[src/rtl/fc_argmax_ctrl.sv]
// Sequences the FC output neurons over the enable/done handshake and tracks the
// running maximum score; reports argmax index and value with a one-cycle valid.
module fc_argmax_ctrl #(
  parameter int N_CLASS = 10,
  parameter int DW      = 38,
  parameter int IW      = 4
) (
  input  logic                 clk,
  input  logic                 rst,
  input  logic                 start,
  output logic                 fc_enable,
  output logic [IW-1:0]        fc_sel,
  input  logic signed [DW-1:0] fc_out,
  input  logic                 fc_done,
  output logic                 busy,
  output logic [IW-1:0]        class_id,
  output logic signed [DW-1:0] class_score,
  output logic                 valid
);

  // state | meaning
  // IDLE  | waiting for start
  // REQ   | neuron enabled on class idx, waiting for fc_done
  // CLR   | enable low for one cycle so the neuron clears
  // DONE  | result published, valid pulse
  typedef enum logic [1:0] {IDLE, REQ, CLR, DONE} state_t;

  localparam logic [IW-1:0] LAST = IW'(N_CLASS - 1);

  state_t               state, state_nx;
  logic [IW-1:0]        idx;
  logic [IW-1:0]        best_idx;
  logic signed [DW-1:0] best;
  logic                 last_cls;
  logic                 take;

  assign last_cls = (idx == LAST);
  // Strict compare keeps the lowest index on ties; class 0 always seeds best.
  assign take     = (state == REQ) && fc_done && ((idx == '0) || (fc_out > best));

  always_ff @(posedge clk) begin
    if (rst) begin
      state <= IDLE;
    end else begin
      state <= state_nx;
    end
  end

  always_comb begin
    state_nx = state;
    case (state)
      IDLE:    if (start)   state_nx = REQ;
      REQ:     if (fc_done) state_nx = CLR;
      CLR:     state_nx = last_cls ? DONE : REQ;
      DONE:    state_nx = IDLE;
      default: state_nx = IDLE;
    endcase
  end

  always_ff @(posedge clk) begin
    if (rst) begin
      idx         <= '0;
      best_idx    <= '0;
      best        <= '0;
      class_id    <= '0;
      class_score <= '0;
    end else begin
      case (state)
        IDLE: begin
          if (start) begin
            idx      <= '0;
            best_idx <= '0;
            best     <= '0;
          end
        end
        REQ: begin
          if (take) begin
            best     <= fc_out;
            best_idx <= idx;
          end
        end
        CLR: begin
          // Result registers load on the edge into DONE so they are already
          // current during the valid pulse.
          if (last_cls) begin
            class_id    <= best_idx;
            class_score <= best;
          end else begin
            idx <= idx + 1'b1;
          end
        end
        default: ;
      endcase
    end
  end

  assign fc_enable = (state == REQ);
  assign fc_sel    = idx;
  assign busy      = (state != IDLE);
  assign valid     = (state == DONE);

endmodule

[config.mk]
export PLATFORM = sky130hd
export DESIGN_NAME = fc_argmax_ctrl
export DESIGN_NICKNAME = d
export VERILOG_FILES = /design/src/rtl/fc_argmax_ctrl.sv
export SDC_FILE = /design/constraint.sdc
export NUM_CORES = 1
export LEC_CHECK = 0
export ABC_AREA = 1
export BUFFER_PORTS_ARGS = -buffer_cell sky130_fd_sc_hd__buf_2
export CORE_MARGIN = 2
export CORE_UTILIZATION = 55
export CTS_CLUSTER_SIZE = 20
export DETAILED_ROUTE_END_ITERATION = 10
export HOLD_SLACK_MARGIN = 0.12
export PLACE_DENSITY = 0.8
export SLEW_MARGIN = 20
export SYNTH_ARGS = -nofsm -noshare
export SYNTH_HDL_FRONTEND = slang
export SYNTH_SLANG_ARGS = --single-unit
[constraint.sdc]
create_clock -name clk -period 2.8 [get_ports clk]
set_input_delay 0.14 -clock clk [delete_from_list [all_inputs] [get_ports clk]]
set_output_delay 0.14 -clock clk [all_outputs]
set_load 0.01 [all_outputs]
==> metrics.md <==
| Metric | Value |
|---|---|
| Status | completed |
| GR Util All Layers | 0.237 |
| Num CTS Buffers | 9 |
| Post-Place Worst Slack | roughly 0.26 ns |
| Net Count, Synth | 752 |
| Initial antenna violation count | 0 |
| Final hold violation count | 0 |
| DP Wirelength | about 7500 um |
| Worst setup margin | around 0.27 ns |
| DR pass1 iterations | 5 |
| Number of DRC markers in iteration 0 | between 150 and 200 |
| Nets@finish | about 830 |
| First-pass GRT wire length | between 15000 and 20000 um |
| Synth async-reset ratio | 0 |
| CTS tree | done |
| Fill count | ~700 |
| Mapped Cells | between 600 and 700 |
| Diodes inserted | 0 |
| Worst vdd ir | approximately 0.35 mV |
| GPL Wtd Cong | around 0.84 |
| Synth Area per Inst | around 6.9 um2 |
| Share of synthesized area occupied by flip-flops and latches | 0.389 |
| Layout area overhead | 15.5% |
| Root Driver | clkbuf_8 |
| Crit path DAT | ~2.8 ns |
| Post-DR wirelength/cell | ~12 um |
| Placed cell area | ~5100 um2 |
| Cells after DPL | between 800 and 900 |
| Total power | between 3 and 4 mW |
| Clock-pin slew on the worst setup and hold paths | 0.09 ns |
| Top FF cell, synth | dfxtp_1 |
| IO Port Bufs | 90 |
| Synth Area in Simple Gates | 0.248 |
| Share of layout cells above drive strength 1 | 0.165 |
| Synth Area in Adders | 0.111 |
| Main combinational cell family by area after synthesis | simple AND/OR/NAND/NOR gates |
| Die Area | between 9000 and 10000 um2 |
| Grt total ovfl | 0 |
| Ranking of synthesized cells by area | dfxtp_1, nand2_1, ha_1 |
| Starting Density | 0.566 |
| Pwr per Cell Area | 587 nW/um2 |
| Yosys warns | 0 |
| Minimum clock period | roughly 2.5 ns |
| Yosys top cell by area | dfxtp_1 |
| Count of final setup violators | 0 |
| IO Pins | 91 |
| CP max FO | 24 |
| Pleak | between 2 and 3 nW |
| DR DRC count | 0 |
| Total routed wirelength | 10700 um |
| Number of global-route vias before repair | 4022 |
| Via count | 4388 |
| CP Class | reg -> reg |
| Top cell type's share of synthesized area | 0.389 |
| CTS sink count | 90 |
| Largest net degree at the start of global routing | 47 |
| RSZ-0062 raised after global routing | false |
| # rows | 33 |
| Worst slew pin tran | between 1 and 1.5 ns |
| Startpoint types | flip-flop |
| Die H | between 90 and 100 um |
| Final-report max-slew violation count | 0 |
| Clk buf depth | 2 |
| Synthesized cell area | about 4600 um2 |
| Final Cycle Share | 0.903 |
| Finished Layout Cells | 856 |
| Post-Synth XOR/XNOR Area | 0.00189 |
| Worst EP required | around 3.1 ns |
| Complex-gate fraction of the synthesized area | 0.147 |
| Clk_lat worst skew | between 0.3 and 0.4 ns |
| Reg2reg setup slack | approximately 0.27 ns |
| Die span in x | approximately 96 um |
| Mux share of post-synthesis cell area | 0 |
| Avg Vias per Cell | between 5 and 6 |
| Max Fclk | 0.395 GHz |
| Max-Cap Viols | 0 |
| Flop and latch count out of synthesis | 90 |
| Final setup skew | ~0.0094 ns |
| Rel. slew slack | 0.312 |
| Cell variety after synth | 27 |
| Core area | 8180 um2 |
| CP endpoint kind | flip-flop |
| Post-Layout Inst Area | about 5300 um2 |
| Hold Path Class | in -> reg |
| Antenna viol nets, final | 0 |
| Setup TNS Final | 0 ns |
| Htree depth | 3 |
| Post-synth EDFFs | 0 |
[stage by stage]
step | hold WS [ns] | utilization
5_1_grt | 0.140 | 0.654
6_report | 0.125 | 0.654
3_3_place_gp | 0.384 | 0.627
2_1_floorplan | 0.209 | -
4_1_cts | 0.120 | 0.652
3_5_place_dp | 0.386 | 0.627
[power breakdown]
group	internal, mW	total (mW)	switching, mW	leakage (nW)
clock	0.347	0.832	0.485	0.0882
sequential	1.39	1.44	0.0493	0.734
combinational	0.319	0.872	0.553	1.95
total	2.05	3.14	1.09	2.77
[Yosys cell counts, types with 2 or more instances]
cell,count
nand2_1,137
nor2_1,110
dfxtp_1,90
inv_1,83
a21oi_1,75
o21ai_0,47
ha_1,41
nand3_1,26
clkbuf_1,23
buf_2,4
inv_2,4
nor2_2,4
a211oi_1,3
nand4_1,3
a21boi_0,2
a21o_1,2
buf_1,2
buf_4,2
buf_6,2
nand2_4,2
[what timing repair did]
item,in CTS,in global routing
hold endpoints to repair,5,0
hold buffers,3,0
buffers inserted,0,0
gates resized for setup,0,2
endpoints found under the setup margin,0,16
[layout make-up]
cell class,count,area (um2),area share
Clock buffer,10,138,0.0257
Sequential cell,90,1800,0.337
Timing Repair Buffer,99,542,0.101
Clock inverter,6,42.5,0.00796
Inverter,87,327,0.0611
Tap cell,105,131,0.0246
Multi-Input combinational cell,459,2360,0.442
[cell families (layout without fill, tap and decap cells)]
group                    after synthesis  count (layout)
flip-flops                            90              90
AO/OA/AOI/OAI                        132             132
XOR/XNOR                               1               1
buffers and inverters                120             202
adder cells (fa/ha/maj)               41              41
AND/OR/NAND/NOR                      285             285
[flip-flops by register name, summed over array words and instances, names as in the netlist]
| name | cells |
|---|---|
| best | 38 |
| best_idx | 4 |
| class_id | 4 |
| class_score | 38 |
| fc_sel | 4 |
| state | 2 |
[metal layers]
metal	up-vias	global-route usage	share of wire
met3	23	0.0525	0.056
li1	2272	-	-
met5	-	0	0
met4	0	0.104	0.021
met2	107	0.402	0.48
met1	1986	0.289	0.44
[cell usage in the layout, fill, tap and decap left out, types with 2 or more instances in the layout]
cell type      netlist  final
buf_2                4     90
nand3_1             26     26
dfxtp_1             90     90
inv_2                4      5
ha_1                41     41
clkbuf_8             0     10
nor2_1             110    110
dlygate4sd3_1        0      3
inv_1               83     82
nor2_2               4      3
nand2_1            137    137
clkinv_4             0      2
nand4_1              3      3
a21boi_0             2      2
a211oi_1             3      3
a21oi_1             75     75
clkinv_2             0      2
clkinvlp_4           0      2
buf_4                2      4
a21o_1               2      2
o21ai_0             47     47
[path summary, 6_finish.rpt]
kind | start | to | cells after the start
hold reg to reg | best_idx[2] | class_id[2] | 2
setup reg to reg | best[37] | best_idx[0] | 16
hold / removal | fc_out[12] | best[12] | 5
setup / recovery | best[37] | best_idx[0] | 16
[critical path: stages, from the launching register on]
cell and delay [ns]:
dfxtp_1 0.34, inv_1 0.06, ha_1 0.35, nand2_1 0.10, nor2_2 0.17, nand3_1 0.13
nor2_2 0.12, nand2_1 0.05, nor2_1 0.09, nor2_1 0.07, nand3_1 0.10, nand3_2 0.11
nand2_4 0.24, buf_6 0.25, nand3_1 0.09, nand2_1 0.10, nor2_1 0.05
(Power assumes the default switching activity.)
